==> src/rtl/eda_loader_pkg.sv <==
// Shared types and geometry for the image RAM loader.
// CFG_* macros default here when no global define header supplies them.
`ifndef CFG_M
`define CFG_M 4
`endif
`ifndef CFG_N
`define CFG_N 4
`endif
`ifndef CFG_PIXEL_WIDTH
`define CFG_PIXEL_WIDTH 8
`endif
`ifndef CFG_I_WIDTH
`define CFG_I_WIDTH 2
`endif
`ifndef CFG_J_WIDTH
`define CFG_J_WIDTH 2
`endif
`ifndef CFG_ADDR_WIDTH
`define CFG_ADDR_WIDTH 4
`endif

package eda_loader_pkg;

  localparam int unsigned M           = `CFG_M;
  localparam int unsigned N           = `CFG_N;
  localparam int unsigned PIXEL_WIDTH = `CFG_PIXEL_WIDTH;
  localparam int unsigned I_WIDTH     = `CFG_I_WIDTH;
  localparam int unsigned J_WIDTH     = `CFG_J_WIDTH;
  localparam int unsigned ADDR_WIDTH  = `CFG_ADDR_WIDTH;
  localparam int unsigned LAST_I      = M - 1;
  localparam int unsigned LAST_J      = N - 1;

  typedef enum logic [0:0] {LD_IDLE, LD_LOAD} ld_state_t;

endpackage

==> src/rtl/eda_img_loader_if.sv <==
// Pixel stream handshake plus image RAM write port of the loader.
interface eda_img_loader_if;
  import eda_loader_pkg::*;

  logic                   s_valid;
  logic                   s_ready;
  logic [PIXEL_WIDTH-1:0] s_data;
  logic                   s_last;
  logic                   write_en;
  logic [ADDR_WIDTH-1:0]  wr_addr;
  logic [PIXEL_WIDTH-1:0] pixel_in;

  modport slave (
    input  s_valid, s_data, s_last,
    output s_ready, write_en, wr_addr, pixel_in
  );

  modport master (
    output s_valid, s_data, s_last,
    input  s_ready, write_en, wr_addr, pixel_in
  );

endinterface

==> src/rtl/eda_skid_buf.sv <==
// Two-entry skid FIFO with a registered ready; flush empties it in one cycle.
module eda_skid_buf #(
  parameter int unsigned Width = 9
) (
  input  logic             clk,
  input  logic             reset_n,
  input  logic             flush,
  input  logic             in_valid,
  output logic             in_ready,
  input  logic [Width-1:0] in_data,
  output logic             out_valid,
  input  logic             out_ready,
  output logic [Width-1:0] out_data
);

  logic [Width-1:0] mem_q [2];
  logic             wr_ptr_q, rd_ptr_q;
  logic [1:0]       count_q, count_d;
  logic             ready_q;
  logic             push, pop;

  assign push      = in_valid & ready_q;
  assign out_valid = (count_q != 2'd0);
  assign pop       = out_valid & out_ready;
  assign out_data  = mem_q[rd_ptr_q];
  assign in_ready  = ready_q;

  always_comb begin
    count_d = count_q + {1'b0, push} - {1'b0, pop};
    if (flush) count_d = 2'd0;
  end

  always_ff @(posedge clk or negedge reset_n) begin
    if (!reset_n) begin
      wr_ptr_q <= 1'b0;
      rd_ptr_q <= 1'b0;
      count_q  <= 2'd0;
      ready_q  <= 1'b1;
    end else begin
      count_q <= count_d;
      ready_q <= (count_d < 2'd2);
      if (flush) begin
        wr_ptr_q <= 1'b0;
        rd_ptr_q <= 1'b0;
      end else begin
        if (push) wr_ptr_q <= ~wr_ptr_q;
        if (pop)  rd_ptr_q <= ~rd_ptr_q;
      end
    end
  end

  // Storage needs no reset: entries are only read once count says they are valid.
  always_ff @(posedge clk) begin
    if (push && !flush) mem_q[wr_ptr_q] <= in_data;
  end

endmodule

==> src/rtl/eda_img_loader.sv <==
// Raster-order pixel stream to image RAM write port, with frame framing checks.
// Optional EDA_LOADER_SKID_EN adds a 2-entry skid buffer on the stream input.
module eda_img_loader
  import eda_loader_pkg::*;
(
  input  logic                    clk,
  input  logic                    reset_n,
  input  logic                    start,
  input  logic                    abort,
  eda_img_loader_if.slave         bus,
  output logic                    busy,
  output logic                    load_done,
  output logic                    err_early,
  output logic                    err_late
);

  ld_state_t              state_q;
  logic [I_WIDTH-1:0]     i_q;
  logic [J_WIDTH-1:0]     j_q;
  logic                   write_en_q;
  logic [ADDR_WIDTH-1:0]  wr_addr_q;
  logic [PIXEL_WIDTH-1:0] pixel_in_q;
  logic                   load_done_q;
  logic                   err_early_q, err_late_q;

  logic                   in_valid;
  logic                   in_last;
  logic [PIXEL_WIDTH-1:0] in_data;
  logic                   take;
  logic                   is_final;
  logic                   loading;

  assign loading  = (state_q == LD_LOAD);
  assign is_final = (i_q == I_WIDTH'(LAST_I)) && (j_q == J_WIDTH'(LAST_J));
  assign take     = in_valid & loading & ~abort;

`ifdef EDA_LOADER_SKID_EN
  logic skid_ready;
  logic skid_flush;

  // Anything still buffered when the frame ends or aborts belongs to no frame.
  assign skid_flush  = abort | (take & (is_final | in_last));
  assign bus.s_ready = skid_ready & loading;

  eda_skid_buf #(
    .Width(PIXEL_WIDTH + 1)
  ) u_skid (
    .clk      (clk),
    .reset_n  (reset_n),
    .flush    (skid_flush),
    .in_valid (bus.s_valid & loading & ~abort),
    .in_ready (skid_ready),
    .in_data  ({bus.s_last, bus.s_data}),
    .out_valid(in_valid),
    .out_ready(take),
    .out_data ({in_last, in_data})
  );
`else
  assign bus.s_ready = loading;
  assign in_valid    = bus.s_valid;
  assign in_last     = bus.s_last;
  assign in_data     = bus.s_data;
`endif

  always_ff @(posedge clk or negedge reset_n) begin
    if (!reset_n) begin
      state_q     <= LD_IDLE;
      i_q         <= '0;
      j_q         <= '0;
      write_en_q  <= 1'b0;
      wr_addr_q   <= '0;
      pixel_in_q  <= '0;
      load_done_q <= 1'b0;
      err_early_q <= 1'b0;
      err_late_q  <= 1'b0;
    end else begin
      write_en_q  <= 1'b0;
      load_done_q <= 1'b0;
      case (state_q)
        LD_IDLE: begin
          if (start && !abort) begin
            state_q     <= LD_LOAD;
            i_q         <= '0;
            j_q         <= '0;
            err_early_q <= 1'b0;
            err_late_q  <= 1'b0;
          end
        end
        LD_LOAD: begin
          if (abort) begin
            state_q <= LD_IDLE;
          end else if (take) begin
            write_en_q <= 1'b1;
            wr_addr_q  <= {i_q, j_q};
            pixel_in_q <= in_data;
            if (is_final) begin
              // Counters stay at the last cell; the next start clears them.
              load_done_q <= 1'b1;
              state_q     <= LD_IDLE;
              if (!in_last) err_late_q <= 1'b1;
            end else begin
              if (in_last) begin
                err_early_q <= 1'b1;
                state_q     <= LD_IDLE;
              end
              if (j_q == J_WIDTH'(LAST_J)) begin
                j_q <= '0;
                i_q <= i_q + 1'b1;
              end else begin
                j_q <= j_q + 1'b1;
              end
            end
          end
        end
        default: state_q <= LD_IDLE;
      endcase
    end
  end

  assign bus.write_en = write_en_q;
  assign bus.wr_addr  = wr_addr_q;
  assign bus.pixel_in = pixel_in_q;
  assign busy         = loading;
  assign load_done    = load_done_q;
  assign err_early    = err_early_q;
  assign err_late     = err_late_q;

endmodule

==> src/flat_wrapper.sv <==
// flat-port wrapper written by rule: the top's interface ports become plain ports
module eda_img_loader_flat import eda_loader_pkg::*;
  (clk, reset_n, start, abort, busy, load_done, err_early, err_late, bus_s_valid, bus_s_data, bus_s_last, bus_s_ready, bus_write_en, bus_wr_addr, bus_pixel_in);
  eda_img_loader_if bus_i ();
  input  logic clk;
  input  logic reset_n;
  input  logic start;
  input  logic abort;
  output logic busy;
  output logic load_done;
  output logic err_early;
  output logic err_late;
  input wire logic [$bits(bus_i.s_valid)-1:0] bus_s_valid;
  input wire logic [$bits(bus_i.s_data)-1:0] bus_s_data;
  input wire logic [$bits(bus_i.s_last)-1:0] bus_s_last;
  output wire logic [$bits(bus_i.s_ready)-1:0] bus_s_ready;
  output wire logic [$bits(bus_i.write_en)-1:0] bus_write_en;
  output wire logic [$bits(bus_i.wr_addr)-1:0] bus_wr_addr;
  output wire logic [$bits(bus_i.pixel_in)-1:0] bus_pixel_in;
  assign bus_i.s_valid = bus_s_valid;
  assign bus_i.s_data = bus_s_data;
  assign bus_i.s_last = bus_s_last;
  assign bus_s_ready = bus_i.s_ready;
  assign bus_write_en = bus_i.write_en;
  assign bus_wr_addr = bus_i.wr_addr;
  assign bus_pixel_in = bus_i.pixel_in;
  eda_img_loader u_core (.clk(clk), .reset_n(reset_n), .start(start), .abort(abort), .bus(bus_i), .busy(busy), .load_done(load_done), .err_early(err_early), .err_late(err_late));
endmodule
==> config.mk <==
export PLATFORM = sky130hd
export DESIGN_NAME = eda_img_loader_flat
export DESIGN_NICKNAME = d
export VERILOG_FILES = /design/src/rtl/eda_loader_pkg.sv /design/src/rtl/eda_img_loader_if.sv /design/src/rtl/eda_skid_buf.sv /design/src/rtl/eda_img_loader.sv /design/src/flat_wrapper.sv
export SDC_FILE = /design/constraint.sdc
export NUM_CORES = 1
export LEC_CHECK = 0
export CAP_MARGIN = 10
export CELL_PAD_IN_SITES_DETAIL_PLACEMENT = 1
export CELL_PAD_IN_SITES_GLOBAL_PLACEMENT = 1
export CORE_MARGIN = 5
export CORE_UTILIZATION = 34
export CTS_CLUSTER_DIAMETER = 80
export DETAILED_ROUTE_END_ITERATION = 10
export MAX_ROUTING_LAYER = met4
export PLACE_DENSITY_LB_ADDON = 0.08
export SYNTH_ARGS = -nofsm -noshare
export SYNTH_HDL_FRONTEND = slang
export SYNTH_SLANG_ARGS = --single-unit
==> constraint.sdc <==
create_clock -name clk -period 1.81 [get_ports clk]
set_input_delay 0.181 -clock clk [delete_from_list [all_inputs] [get_ports clk]]
set_output_delay 0.181 -clock clk [all_outputs]
set_load 0.01 [all_outputs]
==> impl_metrics.py <==
metrics = {
    "run_status": {
        "status": "completed",
    },
    "die": {
        "boundaryPins": 32,
        "core_area_mm2": 0.002686,
        "die_w_um": 62.33,
        "fp-row-count": 19,
        "dieArea_mm2": 0.003884,
        "die_h_um": 62.33,
        "initial_core_util_pct": 34.65,
    },
    "logic_synthesis": {
        "synth_edf_count": 0,
        "syn_avg_cell_area_um2": 13.69,
        "ys_seq_area_share_pct": 56.45,
        "synth_top_family_by_area": "multiplexers",
        "synth_compound_area_share_pct": 6.855,
        "netlist_area_um2": 930.9,
        "synth_cells": 68,
        "async_flop_share_pct": 100.0,
        "synth-xor-area-share_pct": 0,
        "synth_flop_cell": "dfrtp_1",
        "synthMuxAreaShare_pct": 19.09,
        "synth_warnings": 0,
        "syn_nets": 84,
        "ys_seq_elements": 21,
        "synthAdderAreaFrac_pct": 2.688,
        "yosys.area_share.simple_pct": 9.677,
        "synth_cell_types": 23,
    },
    "timing": {
        "period_minus_slack_ns": 1.666,
        "fin_ws_ns": 0.1436,
        "rsz0062_at_grt": "no",
        "report.final.slew_viol_count": 0,
        "clock_skew_ns": 0.01049,
        "fin_setup_tns_ns": 0,
        "fmax_mhz": 600.1,
        "hold_violations": 0,
        "setup_viol": 0,
        "period_share_pct": 92.06,
        "slew_headroom_pct": 77.46,
        "worst_slew_pin_slew_ns": 0.3382,
    },
    "power": {
        "clockPowerShare_pct": 18.6,
        "power_mw": 1.273,
        "internal_power_mw": 0.9125,
        "irDropWorstVdd_v": 0.0005215,
        "p_leak_nw": 0.6115,
        "p_sw_share_pct": 28.29,
        "combPwrFrac_pct": 31.4,
        "netSwitchingPower_mw": 0.3600,
        "p_per_area_mw_per_mm2": 973.3,
        "seqPwrFrac_pct": 50.0,
    },
    "grt": {
        "grt_max_degree": 22,
        "grt_pass1_vias": 729,
        "grt_pass1_wl_um": 3498,
        "gr-total-overflow": 0,
        "grt_usage_pct": 11.35,
        "grt_antenna_before_repair": 0,
    },
    "cells_and_area": {
        "fillers": 283,
        "antennaDiodeCount": 0,
        "fin_cells": 133,
        "syn_to_final_growth_pct": 40.46,
        "nNetsFinal": 119,
        "postLayoutCoreUtil_pct": 48.67,
        "drive_above_1_share_pct": 20.59,
    },
    "place": {
        "io_buffers": 31,
        "dp_hpwl_um": 1492,
        "dpl.cell_count": 129,
        "dpl_worst_slack_ns": 0.2545,
        "place.gp.congestion": 0.6305,
    },
    "critical_path": {
        "path_cells": "clkdlybuf4s50_1",
        "startpoint_type": "register",
        "worstPathArrival_ns": 1.49,
        "cpLargestDelayFamily": "buffers and inverters",
        "crit_type": "reg2out",
        "cp_slowest_cell": "clkdlybuf4s50_1",
        "crit_path_end_kind": "primary output",
        "worstPathRequired_ns": 1.63,
        "timing.critical_path.buf_inv": 1,
        "critPathMaxStageDelay_ns": 0.62,
        "crit_fanout": 10,
    },
    "routing": {
        "drt_iter0_markers": 11,
        "wl_met3_um": 122,
        "drtAntennaViolNets": 0,
        "vias": 658,
        "wl_met1_um": 823,
        "drtPass1Iterations": 3,
        "wl_per_cell_um": 14.75,
        "drc": 0,
        "routed.top_layer": "met4",
        "wirelength_um": 1962,
        "via_per_inst": 4.947,
        "route.met2.wl_um": 1000,
    },
    "min_path": {
        "hold_path.class": "in2async",
    },
    "job": {
        "maxCapViolCount": 0,
    },
    "clock_network": {
        "ctsResizeCount": 0,
        "clk_pin_slew_ns": 0.13,
        "cts_setup_buffers": 0,
        "cts_hold_buf": 0,
        "clk-insertion-delay-late_ns": 0.31,
        "numCtsBuffers": 3,
        "cts.sinks": 21,
        "h-tree-depth": 1,
        "cts_max_path_buffers": 2,
        "tritoncts": "yes",
        "cts-root-buf": "clkbuf_4",
    },
}
layer usage:
layer  up-vias  track usage [%]
met5         -                -
met4         0            4.775
met3         2            3.784
met2        15            18.78
met1       335            12.41
li1        306                -
path summary, 6_finish.rpt:
path,cells past startpoint,slack (ns),start,end
worst max-delay path,1,0.14,u_core.bus.s_ready,bus_s_ready
worst min-delay path,2,0.19,reset_n,u_core.bus.pixel_in[4]
worst max register to register,4,0.28,u_core.i_q[0],u_core.i_q[1]
worst min register to register,2,0.49,u_core.err_late,u_core.err_late
max in group asynchronous,2,1.40,reset_n,u_core.bus.s_ready
min in group clk,2,0.47,bus_s_data[6],u_core.bus.pixel_in[6]
synthesized netlist by cell type (2+ instances only):
cell,instances,area share (%)
a21oi_1,2,1.1
buf_4,2,1.6
buf_6,2,2.4
dfrtp_1,21,56
ha_1,2,2.7
inv_1,3,1.2
mux2_2,6,7.3
mux2_4,6,9.7
mux2i_1,2,2.2
nand2_1,6,2.4
nor2_1,3,1.2
o31ai_1,2,1.6
layout make-up:
| cell class | instances | area [µm²] | area share, % |
|---|---|---|---|
| clock buffers | 3 | 22.52 | 1.722 |
| clock inverters | 1 | 7.507 | 0.5742 |
| inverters | 3 | 11.26 | 0.8612 |
| multi-input cells | 40 | 356.6 | 27.27 |
| flip-flops and latches | 21 | 525.5 | 40.19 |
| well taps | 31 | 38.79 | 2.967 |
| repair buffers | 34 | 345.3 | 26.41 |
logic make-up after synthesis:
family,Yosys count
flip-flops,21
AND/OR/NAND/NOR,15
multiplexers,14
AO/OA/AOI/OAI,9
buffers and inverters,7
adder cells (fa/ha/maj),2
through the flow:
step	hold WS [ns]	instance area, µm²
finish	0.1942	1308
global route	0.2107	1308
CTS	0.1940	1308
detailed placement	0.4696	1277
global placement	0.4706	1277
floorplan	-0.1146	930.9
sequential cells by signal, summed over array words and instances (netlist names):
name,cells
u_core.bus.pixel_in,8
u_core.bus.wr_addr,4
u_core.i_q,2
u_core.j_q,2
u_core.bus.s_ready,1
u_core.bus.write_en,1
u_core.err_early,1
u_core.err_late,1
u_core.load_done,1
power by group through the flow:
stage	Clock [mW]	Combinational, mW	Sequential (mW)
3_5_place_dp	0	0.405	0.648
5_1_grt	0.267	0.434	0.653
6_report	0.237	0.399	0.636
3_3_place_gp	0	0.399	0.640
2_1_floorplan	0	0.155	0.667
4_1_cts	0.251	0.408	0.638
cells in the final DEF, fill, tap and decap left out:
cell	instances
a21oi_1	2
a221o_1	1
buf_12	1
buf_4	2
clkbuf_4	3
clkdlybuf4s50_1	31
clkinvlp_4	1
dfrtp_1	21
ha_1	2
inv_1	3
mux2_2	6
mux2_4	6
mux2i_1	2
nand2_1	6
nand3_1	1
nand3b_1	1
nand3b_4	1
nand4b_1	1
nor2_1	3
o211a_1	1
o211ai_1	1
o21ai_0	1
o22ai_1	1
o31ai_1	2
or3_1	1
or3b_2	1
Power figures use the tool's default switching activity.
